File: config.mk
export PLATFORM = sky130hd
export DESIGN_NAME = uart_tx
export DESIGN_NICKNAME = d
export VERILOG_FILES = /design/src/rtl/uart_tx.sv
export SDC_FILE = /design/constraint.sdc
export NUM_CORES = 1
export LEC_CHECK = 0
export BUFFER_PORTS_ARGS = -buffer_cell sky130_fd_sc_hd__buf_2
export CAP_MARGIN = 20
export CELL_PAD_IN_SITES_DETAIL_PLACEMENT = 1
export CELL_PAD_IN_SITES_GLOBAL_PLACEMENT = 2
export CORE_ASPECT_RATIO = 0.5
export CORE_MARGIN = 8
export CORE_UTILIZATION = 41
export DETAILED_ROUTE_END_ITERATION = 7
export GPL_TIMING_DRIVEN = 0
export MAX_ROUTING_LAYER = met4
export PLACE_DENSITY = 0.79
export SYNTH_ARGS = -nofsm -noshare
export SYNTH_HDL_FRONTEND = slang
export SYNTH_SLANG_ARGS = --single-unit
File: constraint.sdc
create_clock -name clk -period 2.31 [get_ports clk]
set_input_delay 0.1155 -clock clk [delete_from_list [all_inputs] [get_ports clk]]
set_output_delay 0.1155 -clock clk [all_outputs]
set_load 0.05 [all_outputs]
File: src/rtl/uart_tx.sv
// uart_tx: FIFO-buffered 8N1 serial transmitter on a 16x baud tick; define UART_TX_PARITY_EN for 8O1 frames.
module uart_tx #(
  parameter int NB_DATA = 8,
  parameter int SB_TICK = 16,
  parameter int FIFO_AW = 2
) (
  input  logic               clk,
  input  logic               rst,
  input  logic               i_baud_rate,
  input  logic               i_tx_start,
  input  logic [NB_DATA-1:0] i_data,
  output logic               o_tx,
  output logic               o_tx_done,
  output logic               o_busy,
  output logic               o_full,
  output logic               o_empty
);
`ifdef UART_TX_PARITY_EN
  localparam bit PAR_EN = 1'b1;
`else
  localparam bit PAR_EN = 1'b0;
`endif
  localparam int SW = $clog2(SB_TICK > 16 ? SB_TICK : 16);
  localparam int NW = $clog2(NB_DATA);
  typedef enum logic [2:0] {IDLE, START, DATA, PARITY, STOP} state_t;
  state_t state_q, state_d;
  logic [SW-1:0] s_q, s_d;
  logic [NW-1:0] n_q, n_d;
  logic [NB_DATA-1:0] sh_q, sh_d, head;
  logic par_q, par_d, tx_q, tx_d, done_q, done_d;
  logic push, pop, last;
  logic [FIFO_AW:0] wr_q, rd_q;
  logic [NB_DATA-1:0] mem [2**FIFO_AW];
  assign o_empty = wr_q == rd_q;
  assign o_full = (wr_q[FIFO_AW] != rd_q[FIFO_AW]) && (wr_q[FIFO_AW-1:0] == rd_q[FIFO_AW-1:0]);
  assign push = i_tx_start && !o_full;
  assign head = mem[rd_q[FIFO_AW-1:0]];
  assign o_tx = tx_q;
  assign o_tx_done = done_q;
  assign o_busy = state_q != IDLE;
  always_ff @(posedge clk)
    if (push) mem[wr_q[FIFO_AW-1:0]] <= i_data;
  always_ff @(posedge clk) begin
    if (!rst) begin
      state_q <= IDLE;
      s_q     <= '0;
      n_q     <= '0;
      sh_q    <= '0;
      par_q   <= 1'b0;
      tx_q    <= 1'b1;
      done_q  <= 1'b0;
      wr_q    <= '0;
      rd_q    <= '0;
    end else begin
      state_q <= state_d;
      s_q     <= s_d;
      n_q     <= n_d;
      sh_q    <= sh_d;
      par_q   <= par_d;
      tx_q    <= tx_d;
      done_q  <= done_d;
      wr_q    <= wr_q + (FIFO_AW+1)'(push);
      rd_q    <= rd_q + (FIFO_AW+1)'(pop);
    end
  end
  // Every non-idle state counts 16 ticks per bit, except STOP which counts SB_TICK.
  always_comb begin
    state_d = state_q;
    s_d     = s_q;
    n_d     = n_q;
    sh_d    = sh_q;
    par_d   = par_q;
    tx_d    = tx_q;
    done_d  = 1'b0;
    pop     = 1'b0;
    last    = s_q == SW'(state_q == STOP ? SB_TICK - 1 : 15);
    case (state_q)
      IDLE: if (!o_empty) begin
        pop     = 1'b1;
        sh_d    = head;
        par_d   = ~^head;
        s_d     = '0;
        tx_d    = 1'b0;
        state_d = START;
      end
      default: if (i_baud_rate) begin
        s_d = last ? '0 : s_q + SW'(1);
        if (last)
          case (state_q)
            START: begin
              n_d     = '0;
              tx_d    = sh_q[0];
              state_d = DATA;
            end
            DATA: begin
              sh_d    = sh_q >> 1;
              n_d     = n_q + NW'(1);
              tx_d    = n_q == NW'(NB_DATA - 1) ? (PAR_EN ? par_q : 1'b1) : sh_q[1];
              state_d = n_q == NW'(NB_DATA - 1) ? (PAR_EN ? PARITY : STOP) : DATA;
            end
            PARITY: begin
              tx_d    = 1'b1;
              state_d = STOP;
            end
            default: begin
              done_d  = 1'b1;
              state_d = IDLE;
            end
          endcase
      end
    endcase
  end
endmodule

Yosys cells after proc, flatten, opt, wreduce, memory -nomap -nowiden

Memory sizes are Yosys's and may differ from the RTL's. A register that Yosys moved wholly into a read port is not among the register bits.
Cells that the tools add are included.

Add/sub/neg operators: 4
Multiply operators: 0
Div/mod/pow operators: 0
Order comparisons: 0
Eq/ne operators: 9
Shifts and indexed selects: 0
Muxes and demuxes: 28
Bitwise logic cells: 4
Reductions and logical operators: 17

Operator list:

| cell                                                            | count |
|---|---|
| 8-bit two-way mux                                               | 5 |
| 4-bit two-way mux                                               | 4 |
| 3-bit two-way mux                                               | 5 |
| 4-bit AND reduction                                             | 3 |
| 1-bit two-way mux                                               | 10 |
| 3-bit one-hot mux with 3 select lines                           | 1 |
| 2-bit nonzero test                                              | 4 |
| 3-bit by 1-bit adder with 3-bit output                          | 2 |
| 3-bit by 2-bit == test with 1-bit output, second input constant | 2 |
| 3-bit one-hot mux with 2 select lines                           | 1 |
| 4-bit by 1-bit adder with 4-bit output, second input constant   | 1 |
| 4-bit == test, second input constant                            | 1 |
| 1-bit inverter                                                  | 4 |
| 4-bit nonzero test                                              | 1 |
| 4-bit OR reduction                                              | 1 |
| 3-bit by 1-bit adder with 3-bit output, second input constant   | 1 |
| 3-bit by 1-bit == test with 1-bit output, second input constant | 1 |
| 3-bit == test                                                   | 1 |
| 3-bit == test, second input constant                            | 1 |
| 3-bit logical NOT                                               | 1 |
| 1-bit one-hot mux with 3 select lines                           | 1 |
| 3-bit AND reduction                                             | 1 |
| 3-bit nonzero test                                              | 1 |
| 3-bit OR reduction                                              | 1 |
| other kinds (7)                                                 | 8 |

Bits in registers: 26
Bits in latches: 0
RAM bits: 32
Memory bits (read-only): 0
Input bits: 12
Output and inout bits: 5
Logic and storage cells: 71
Memories: 1

Memories:

| name | words | bits a word | read ports | clocked after Yosys merged registers in | wr ports | line | source |
|---|---|---|---|---|---|---|---|
| mem  | 4     | 8           | 1          | 1                                       | 1        | 33   | `logic [NB_DATA-1:0] mem [2**FIFO_AW];` |

Longest topological paths before layout

Gate-level depths: netlist (run 1).

Depth after elaboration: 6
Mapped depth: 9
Mapped depth without buffers: 8

Worst setup path after synthesis (run 1)

OpenSTA, ideal clock, no wires.

Kind: reg2reg
Start point: register rd_q[0]
End point: memory mem[1][0] (enable)
Library setup time: 385 ps
Arrival time: 1,565 ps
Data required time: 1,925 ps
Setup slack: 360 ps
Stages on the path, launching flop included: 6
Path buffers: 1
Clock period less this slack: 1,950 ps
Path through: dfxtp_1 -> buf_6 -> xnor2_2 -> nand2_1 -> o21ai_0 -> nor3b_1

Cells in the longest elaborated chain, start to end: 6

RTL lines:

| what                                    | line | source |
|---|---|---|
| start, declared                         | 32   | `logic [FIFO_AW:0] wr_q, rd_q;` |
| start signal, assigned                  | 63   | `rd_q <= rd_q + (FIFO_AW+1)'(pop);` |
| 2-bit == test                           | 35   | `assign o_full = (wr_q[FIFO_AW] != rd_q[FIFO_AW]) && (wr_q[FIFO_AW-1:0] == rd_q[FIFO_AW-1:0]);` |
| 1-bit logical AND                       | 35   |  |
| 1-bit logical NOT                       | 36   | `assign push = i_tx_start && !o_full;` |
| 1-bit logical AND                       | 36   |  |
| 1-bit two-way mux                       | 42   | `if (push) mem[wr_q[FIFO_AW-1:0]] <= i_data;` |
| 1-bit two-way mux (not written as such) | 42   |  |
| end, declared                           | 33   |  |

Every way passes these cells.

Worst setup path in the final report (run 1)

Start point: register rd_q[0]
End point: memory mem[2][7] (enable)

The elaborated chain is that of the path after synthesis.

==> impl_metrics.yaml, run 1 <==
status:
  outcome: "complete, no violations"
floorplan:
  die_y_um: 71.5
  floorplan.initialDensity_pct: 42.0
  die-width_um: 127
  io_pins: 17
  rows: 20
  fp.coreArea_um2: 6010
  dieArea_um2: 9080
detailed_routing:
  initialDrtViolationCount: 82
  count_of_vias_placed_by_the_detailed_router: 1676
  route.detailed.drc: 0
  detail_route.wirelength_um: 5310
  first_pass_iters: 4
  average_wire_length_per_cell_after_detail_routing_um: 17.1
  post_drt_via_cell_ratio: 5.41
  drtAntennaViolNets: 0
synth:
  netlist_instances: 198
  ys_seq_elements: 58
  syn_avg_cell_area_um2: 12.8
  synth-warning-count: 0
  synth.net_count: 217
  synth.distinct_cells: 42
  syn_area_um2: 2520
  synth.yosys.seq_area_share_pct: 58.7
cells_and_area:
  layout.core_utilization_pct: 50.0
  area_delta_synth_final_pct: 19.0
  antenna-diode-count: 0
  final_nets: 247
  postLayoutCellArea_um2: 3010
  fin_cells: 310
  fillCellCount: 632
  drive_above_1_share_pct: 22.7
placed_design:
  dp_hpwl_um: 3750
  gp_routability_congestion: 0.685
  total_cell_area_at_the_placement_stage_um2: 2720
  port_buffers: 15
  place.detailed.instances: 293
  dpl_worst_slack_ps: 59.5
timing:
  setup_viol: 0
  hold_violations: 0
  setup_clock_skew_after_layout_ps: 4.58
  min_clock_period_post_route_ps: 2100
  postLayoutSetupSlackWorst_ps: 208
  maxSlewViolCount: 0
  rsz0062_at_grt: "false"
  max_freq_mhz: 476
  max-slew-margin-rel_pct: 55.7
  worstMarginPinSlew_ps: 663
  finalCritPeriodShare_pct: 91.0
pwr:
  peakVddDrop_mv: 0.438
  power.density_cell_area_nw_per_um2: 1140
  power.static_leakage_nw: 1.12
  total_power_mw: 3.43
setup_path:
  crit_arrival_ps: 2140
  crit_path_max_fanout: 9
  timing.critical_path.required_ps: 2350
  critical_path.endpoint_type: "register"
  r2r_cells: 6
  start_kind: "register"
  crit_type: "register to register"
cts:
  clock-sinks: 58
  post_cts.repair.setup_buffers: 0
  clk_buf_depth: 2
  clk_pin_slew_worst_paths_ps: 60
  worst_skew_pair.late_latency_ps: 320
  buffer_type_at_the_clock_tree_root: "sky130_fd_sc_hd__clkbuf_16"
  cts_tree: "built"
  numCtsBuffers: 9
  cts_h_tree_depth: 3
global_route:
  grt_max_degree: 13
  grt_remaining_overflow: 0
  grt_pass1_vias: 1761
  global_route.usage.total_pct: 13.4
  initial_antenna_violation_count: 0
  wire_length_of_the_first_global_routing_pass_um: 9080
min_path:
  timing.hold.worst_path_depth: 1
  hp-class: "primary input to register"
flow_run:
  max_cap_viol_count: 0
## timing repair
action / CTS / global route
endpoints found under the setup margin: 0 / 15
hold buffers: 1 / 0
hold endpoints to repair: 4 / 0
gates resized for setup: 0 / 1
## cell usage after synthesis, drive strengths merged
master	count	area, um^2
nand3b	1	7.51
a311o	1	10.0
and3	1	6.26
o22ai	5	31.3
a221o	1	10.0
inv	4	15.0
ha	7	87.6
o32ai	1	8.76
buf	7	52.5
mux2i	1	10.0
nand2	34	128
and2	5	31.3
nand4	2	27.5
nor4	1	6.26
nand3	2	10.0
a21oi	15	75.1
o21a	2	15.0
a31oi	1	6.26
a311oi	7	67.6
mux4	8	188
nor3b	2	15.0
xnor2	5	66.3
edfxtp	32	961
nor3	3	20.0
nor4b	2	17.5
clkbuf	4	15.0
dfxtp	26	521
o31ai	1	7.51
o21ai	4	20.0
a211oi	1	20.0
xor2	1	8.76
nand4b	1	15.0
a21o	1	7.51
o211ai	1	7.51
nor2	8	30.0
## sequential cells by signal, summed over array words and instances, names as in the netlist
register	flops
mem	32
n_q	3
o_tx	1
o_tx_done	1
rd_q	3
s_q	4
sh_q	8
state_q	3
wr_q	3
## placed cells by master, fill, tap and decap left out, types with 4 or more instances in the layout
cell type and instances:
sky130_fd_sc_hd__nand2_1 34, sky130_fd_sc_hd__and2_1 5, sky130_fd_sc_hd__dfxtp_1 26, sky130_fd_sc_hd__buf_2 19
sky130_fd_sc_hd__a311oi_1 6, sky130_fd_sc_hd__clkbuf_16 9, sky130_fd_sc_hd__a21oi_1 15, sky130_fd_sc_hd__edfxtp_1 32
sky130_fd_sc_hd__ha_1 7, sky130_fd_sc_hd__clkbuf_1 4, sky130_fd_sc_hd__o22ai_1 5, sky130_fd_sc_hd__mux4_2 6
sky130_fd_sc_hd__nor2_1 8, sky130_fd_sc_hd__inv_1 4
## layout make-up
| class | count | area [um^2] | area share, % |
|---|---|---|---|
| Timing Repair Buffer | 19 | 105 | 3.50 |
| Inverter | 4 | 15.0 | 0.500 |
| Sequential cell | 58 | 1480 | 49.3 |
| Tap cell | 77 | 96.3 | 3.21 |
| Clock buffer | 9 | 225 | 7.49 |
| Buffer | 11 | 67.6 | 2.25 |
| Multi-Input combinational cell | 125 | 961 | 32.0 |
| Clock inverter | 7 | 53.8 | 1.79 |
## final timing paths
check	endpoint	slack, ps	start
worst max-delay path	mem[2][7]	210	rd_q[0]
worst min-delay path	mem[0][4]	10	i_data[4]
worst max register to register	mem[2][7]	210	rd_q[0]
worst min register to register	sh_q[3]	490	sh_q[4]
## critical path, stage by stage (launching register included)
cell and delay, ps:
sky130_fd_sc_hd__dfxtp_1 360, sky130_fd_sc_hd__buf_6 190, sky130_fd_sc_hd__xnor2_2 120, sky130_fd_sc_hd__nand2_1 130, sky130_fd_sc_hd__o21ai_1 150, sky130_fd_sc_hd__nor3b_1 590
sky130_fd_sc_hd__buf_4 270
## kinds of logic after synthesis
logic type | Yosys count | synth area share, %
AOI/OAI and AO/OA | 41 | 11.3
xor gates and xnor gates | 6 | 2.97
adders and majority gates | 7 | 3.47
buffers and inverters | 15 | 3.27
DFF | 58 | 58.7
muxes | 9 | 7.83
and+or+nand+nor | 62 | 12.4
## stage by stage
| stage | hold WS, ps | TNS [ps] |
|---|---|---|
| 2_1_floorplan | 214 | 0 |
| 3_5_place_dp | 340 | 0 |
| 6_report | 11.2 | 0 |
| 4_1_cts | 1.00 | 0 |
| 5_1_grt | 2.37 | 0 |
| 3_3_place_gp | 325 | -4370 |
## metal layers
metal	part of all wire [%]	GRT usage (%)	vias up
met5	0	-	-
met3	3.4	5.26	6
met4	1.1	4.31	0
li1	-	-	806
met2	47	20.7	24
met1	49	15.9	840
## report_power, final
group | switching [mW] | total, mW | internal, mW | leakage (nW)
combinational | 0.550 | 0.920 | 0.370 | 0.479
sequential | 0.0815 | 1.29 | 1.21 | 0.506
clock | 0.486 | 1.22 | 0.731 | 0.130
No activity file was read; power rests on OpenSTA's default activity.
==> run 2: changes to the inputs <==
--- a/config.mk
+++ b/config.mk
@@ -6,16 +6,16 @@
 export NUM_CORES = 1
 export LEC_CHECK = 0
 export BUFFER_PORTS_ARGS = -buffer_cell sky130_fd_sc_hd__buf_2
-export CAP_MARGIN = 20
+export CAP_MARGIN = 15
 export CELL_PAD_IN_SITES_DETAIL_PLACEMENT = 1
 export CELL_PAD_IN_SITES_GLOBAL_PLACEMENT = 2
 export CORE_ASPECT_RATIO = 0.5
 export CORE_MARGIN = 8
-export CORE_UTILIZATION = 41
+export CORE_UTILIZATION = 40
 export DETAILED_ROUTE_END_ITERATION = 7
 export GPL_TIMING_DRIVEN = 0
 export MAX_ROUTING_LAYER = met4
-export PLACE_DENSITY = 0.79
+export PLACE_DENSITY = 0.78
 export SYNTH_ARGS = -nofsm -noshare
 export SYNTH_HDL_FRONTEND = slang
 export SYNTH_SLANG_ARGS = --single-unit
==> run 2 against run 1 <==
Clock skew grew 0.82 ps. Global-route usage grew 0.35 points. Fmax grew 2.9%. First-iteration DRC count shrank 3.7%. Largest power group is now clock. Clock power grew 11%. Sequential share of layout area shrank 1.1 points. Die area grew 2.1%. Critical endpoint is now mem[0][3]. Critical path depth is the same. Core utilization grew 0.53 points.
==> impl_metrics.yaml, run 2 (same netlist as run 1, synthesis figures left out) <==
timing:
  setup_viol: 0
  maxSlewViolCount: 0
  max-slew-margin-rel_pct: 53.7
  postLayoutSetupSlackWorst_ps: 268
  hold_violations: 0
  rsz0062_at_grt: "false"
  worst_hold_slack_ps: 10.9
  max_freq_mhz: 490
  min_clock_period_post_route_ps: 2040
  setup_clock_skew_after_layout_ps: 5.40
  finalCritPeriodShare_pct: 88.4
  worstMarginPinSlew_ps: 689
detailed_routing:
  post_drt_via_cell_ratio: 5.18
  route.detailed.drc: 0
  initialDrtViolationCount: 79
  average_wire_length_per_cell_after_detail_routing_um: 17.0
  drtAntennaViolNets: 0
  count_of_vias_placed_by_the_detailed_router: 1669
  first_pass_iters: 4
  detail_route.wirelength_um: 5480
global_route:
  global_route.usage.total_pct: 13.8
  grt_max_degree: 11
  grt_pass1_vias: 1728
  initial_antenna_violation_count: 0
  wire_length_of_the_first_global_routing_pass_um: 9140
  grt_remaining_overflow: 0
placed_design:
  total_cell_area_at_the_placement_stage_um2: 2730
  dp_hpwl_um: 3840
  port_buffers: 15
  dpl_worst_slack_ps: -31.1
  gp_routability_congestion: 0.739
floorplan:
  floorplan.initialDensity_pct: 41.5
  fp.coreArea_um2: 6080
  rows: 20
  die_y_um: 72.2
  die-width_um: 128
  io_pins: 17
  dieArea_um2: 9270
cts:
  cts_h_tree_depth: 3
  clk_buf_depth: 2
  numCtsBuffers: 9
  clk_pin_slew_worst_paths_ps: 50
  worst_skew_pair.late_latency_ps: 330
  cts_tree: "built"
  buffer_type_at_the_clock_tree_root: "sky130_fd_sc_hd__clkbuf_16"
  clock-sinks: 58
setup_path:
  worstPathCellList: "buf_6, xnor2_2, nand2_1, o21ai_2, nor3_1, buf_4"
  timing.critical_path.buf_inv: 2
  cp_top_family: "simple AND/OR/NAND/NOR gates"
  crit_slowest_cell: "sky130_fd_sc_hd__nor3_1"
  critical_path.endpoint_type: "register"
  crit_type: "register to register"
  crit_path_max_fanout: 9
  start_kind: "register"
  worst_path_largest_cell_delay_ps: 550
  timing.critical_path.required_ps: 2350
  crit_arrival_ps: 2080
pwr:
  peakVddDrop_mv: 0.718
  power.density_cell_area_nw_per_um2: 1160
  power.static_leakage_nw: 1.15
cells_and_area:
  layout.cells.most_common: "sky130_fd_sc_hd__nand2_1"
  drive_above_1_share_pct: 21.8
  fillCellCount: 624
  layout_common_cells: "sky130_fd_sc_hd__nand2_1, sky130_fd_sc_hd__edfxtp_1, sky130_fd_sc_hd__dfxtp_1"
  area_delta_synth_final_pct: 21.8
  area.sequential_um2: 1480
  antenna-diode-count: 0
  layout.core_utilization_pct: 50.6
  final_nets: 250
  area_used_by_multi_input_combinational_logic_um2: 970
  largest_register_ff_count: 32
  postLayoutCellArea_um2: 3080
status:
  outcome: "complete, no violations"
min_path:
  hp-class: "primary input to register"
flow_run:
  max_cap_viol_count: 0
[run 2: changes by cell type in the layout (fill, tap and decap cells not counted), sizes merged]
cell	change
dlygate4sd3	+3
bufinv	+2
inv	-2
clkinvlp	-2
[run 2: what timing repair did]
action | 4_1_cts | 5_1_grt
hold endpoints to repair | 16 | 0
setup endpoints to repair | 5 | 1
hold buffers | 4 | 0
resized for setup | 2 | 1
gates cloned | 0 | 0
buffers inserted | 0 | 0
[run 2: final cells by class]
class,count,area share (%)
sequential,58,48.2
multi-input combinational,125,31.5
clock buffer,9,7.32
timing repair buffer,22,4.39
tap,88,3.58
clock inverter,5,2.32
buffer,11,2.20
inverter,4,0.488
[run 2: worst register-to-register path, stage by stage, from the launching register on]
cell,delay [ps]
sky130_fd_sc_hd__dfxtp_1,350
sky130_fd_sc_hd__buf_6,190
sky130_fd_sc_hd__xnor2_2,120
sky130_fd_sc_hd__nand2_1,150
sky130_fd_sc_hd__o21ai_2,120
sky130_fd_sc_hd__nor3_1,550
sky130_fd_sc_hd__buf_4,270
[run 2: path summary, 6_finish.rpt]
kind	cells after the start	end	from	slack, ps
worst max-delay path	6	mem[0][3]	rd_q[0]	270
worst min-delay path	1	mem[3][3]	i_data[3]	10
worst max register to register	6	mem[0][3]	rd_q[0]	270
worst min register to register	2	sh_q[7]	sh_q[7]	460
[run 2: per-stage QoR]
stage	setup TNS (ps)	power, mW	instances
after floorplan	0	2.01	198
after global placement	-4820	2.21	301
after detailed placement	-154	2.24	304
after CTS	0	3.61	322
after global routing	0	3.75	322
final	0	3.57	322
[run 2: per-layer routing]
metal  part of all wire, %  vias up  wire length, um  track usage (%)
li1                      -      811                -                -
met1                    48      823             2610             16.1
met2                    47       24             2570             20.7
met3                   3.5       11              192             5.12
met4                   2.0        0              107             6.66
met5                     0        -                0                -
[run 2: where the power goes]
part	total, mW	internal, mW	switching [mW]	leakage [nW]
Clock	1.35	0.917	0.435	0.144
Combinational	0.926	0.375	0.551	0.495
Sequential	1.29	1.21	0.0798	0.506
Total	3.57	2.51	1.07	1.15
==> run 3: changes to the inputs <==
--- a/config.mk
+++ b/config.mk
@@ -8,14 +8,14 @@
 export BUFFER_PORTS_ARGS = -buffer_cell sky130_fd_sc_hd__buf_2
 export CAP_MARGIN = 15
 export CELL_PAD_IN_SITES_DETAIL_PLACEMENT = 1
-export CELL_PAD_IN_SITES_GLOBAL_PLACEMENT = 2
+export CELL_PAD_IN_SITES_GLOBAL_PLACEMENT = 1
 export CORE_ASPECT_RATIO = 0.5
 export CORE_MARGIN = 8
 export CORE_UTILIZATION = 40
 export DETAILED_ROUTE_END_ITERATION = 7
 export GPL_TIMING_DRIVEN = 0
 export MAX_ROUTING_LAYER = met4
-export PLACE_DENSITY = 0.78
+export PLACE_DENSITY = 0.68
 export SYNTH_ARGS = -nofsm -noshare
 export SYNTH_HDL_FRONTEND = slang
 export SYNTH_SLANG_ARGS = --single-unit
==> run 3 against run 2 <==
Final cell count decreased by 0.62%. Total power increased by 1.6%. Critical path depth increased by 2. Sequential cell count unchanged. Worst setup slack got worse by 88 ps. Largest cell class unchanged.
==> impl_metrics.yaml, run 3 (same netlist as run 1, synthesis figures left out) <==
status:
  outcome: "complete, no violations"
global_route:
  grt_pass1_vias: 1722
  initial_antenna_violation_count: 0
  wire_length_of_the_first_global_routing_pass_um: 9130
  grt_max_degree: 12
  grt_remaining_overflow: 0
  global_route.usage.total_pct: 13.2
setup_path:
  critical_path.endpoint_type: "register"
  critPathMostFrequentCell: "sky130_fd_sc_hd__ha_1"
  crit_type: "register to register"
  r2r_cells: 8
  reg2reg_slack_ps: 180
  crit_arrival_ps: 2340
  r2r-end: "wr_q[1]"
  crit_path_max_fanout: 9
  start_kind: "register"
  worst_path_largest_cell_delay_ps: 410
  worstReg2RegStart: "rd_q[0]"
  timing.critical_path.required_ps: 2520
  worstPathCellList: "buf_6, xnor2_2, nand2_1, o21ai_1, inv_1, ha_1, ha_1, and2_1"
  crit_slowest_cell: "sky130_fd_sc_hd__o21ai_1"
detailed_routing:
  detail_route.wirelength_um: 5420
  average_wire_length_per_cell_after_detail_routing_um: 16.9
  post_drt_via_cell_ratio: 5.16
  drtAntennaViolNets: 0
  route.detailed.drc: 0
  count_of_vias_placed_by_the_detailed_router: 1650
  first_pass_iters: 4
  initialDrtViolationCount: 79
cts:
  worst_skew_pair.late_latency_ps: 320
  buffer_type_at_the_clock_tree_root: "sky130_fd_sc_hd__clkbuf_16"
  cts_tree: "built"
  clock-sinks: 58
  cts_h_tree_depth: 3
  post_cts.repair.setup_buffers: 0
  clk_buf_depth: 2
  clk_pin_slew_worst_paths_ps: 50
  numCtsBuffers: 9
min_path:
  timing.hold.worst_path_depth: 1
  hp-class: "primary input to register"
  hold_path.startpoint: "i_data[1]"
  holdPathEnd: "mem[3][1]"
floorplan:
  fp.coreArea_um2: 6080
  die_y_um: 72.2
  die-width_um: 128
  floorplan.initialDensity_pct: 41.5
  rows: 20
  io_pins: 17
  dieArea_um2: 9270
cells_and_area:
  drive_above_1_share_pct: 23.7
  largest_register_ff_count: 32
  fillCellCount: 634
  final_nets: 246
  layout_common_cells: "sky130_fd_sc_hd__nand2_1, sky130_fd_sc_hd__edfxtp_1, sky130_fd_sc_hd__dfxtp_1"
  antenna-diode-count: 0
  area_delta_synth_final_pct: 21.1
  layout.cells.most_common: "sky130_fd_sc_hd__nand2_1"
timing:
  max_freq_mhz: 469
  maxSlewViolCount: 0
  max-slew-margin-rel_pct: 63.5
  setup_clock_skew_after_layout_ps: 5.68
  rsz0062_at_grt: "false"
  finalCritPeriodShare_pct: 92.2
  hold_violations: 0
  min_clock_period_post_route_ps: 2130
  setup_tns_ps: 0
  setup_viol: 0
  worstMarginPinSlew_ps: 545
  worst_hold_slack_ps: 11.0
placed_design:
  gp_routability_congestion: 0.726
  dp_hpwl_um: 3810
  port_buffers: 15
flow_run:
  max_cap_viol_count: 0
pwr:
  power.static_leakage_nw: 1.14
  power.density_cell_area_nw_per_um2: 1190
  peakVddDrop_mv: 0.626
run 3: cell count changes in the layout (fill, tap and decap cells not counted), sizes merged:
cell | before | now
dlygate4sd3 | 4 | 0
clkinv | 3 | 4
clkinvlp | 0 | 1
run 3: per-layer routing:
layer	up-vias	wire [um]	track usage, %
met1	813	2580	15.7
met5	-	0	-
met3	4	168	4.24
met4	0	32	3.92
met2	27	2630	21.1
li1	806	-	-
run 3: metrics by stage:
step	util, %	setup WS [ps]	cell area (um^2)	std cells	power (mW)
floorplan	-	360	2520	198	2.01
global placement	44.6	-255	2710	301	2.21
detailed placement	44.9	-181	2730	304	2.25
CTS	50.2	-44.2	3050	320	3.65
global route	50.3	45.9	3060	320	3.80
finish	50.3	180	3060	320	3.63
run 3: layout make-up:
type | instances | area, um^2 | area share, %
Tap cell | 88 | 110 | 3.60
Timing Repair Buffer | 18 | 92.6 | 3.03
Multi-Input combinational cell | 125 | 971 | 31.8
Clock inverter | 7 | 93.8 | 3.07
Sequential cell | 58 | 1480 | 48.5
Inverter | 4 | 15.0 | 0.491
Clock buffer | 9 | 225 | 7.37
Buffer | 11 | 67.6 | 2.21
run 3: timing repair:
| action | CTS | global route |
|---|---|---|
| resized for setup | 1 | 2 |
| setup endpoints to repair | 8 | 15 |
| hold buffers | 0 | 0 |
run 3: power by group:
group | switching (mW) | internal (mW)
logic | 0.572 | 0.370
registers | 0.0838 | 1.21
clock network | 0.451 | 0.940
run 3: worst max path at each step:
| stage | startpoint | end | cells past startpoint |
|---|---|---|---|
| after CTS | rd_q[0] | mem[1][3] | 6 |
| after global routing | rd_q[0] | wr_q[2] | 9 |
| final | rd_q[0] | wr_q[1] | 8 |
| after floorplan | rd_q[0] | mem[1][0] | 5 |
| after global placement | rd_q[0] | mem[1][6] | 5 |
| after detailed placement | rd_q[0] | mem[2][4] | 6 |
run 3: critical path, delay by kind of cell, from the launching register on:
| family | cells | cell delay, ps |
|---|---|---|
| adders and majority gates | 2 | 470 |
| DFF | 1 | 320 |
| buffers and inverters | 2 | 280 |
| AOI/OAI and AO/OA | 1 | 410 |
| xor gates and xnor gates | 1 | 250 |
| and+or+nand+nor | 2 | 300 |
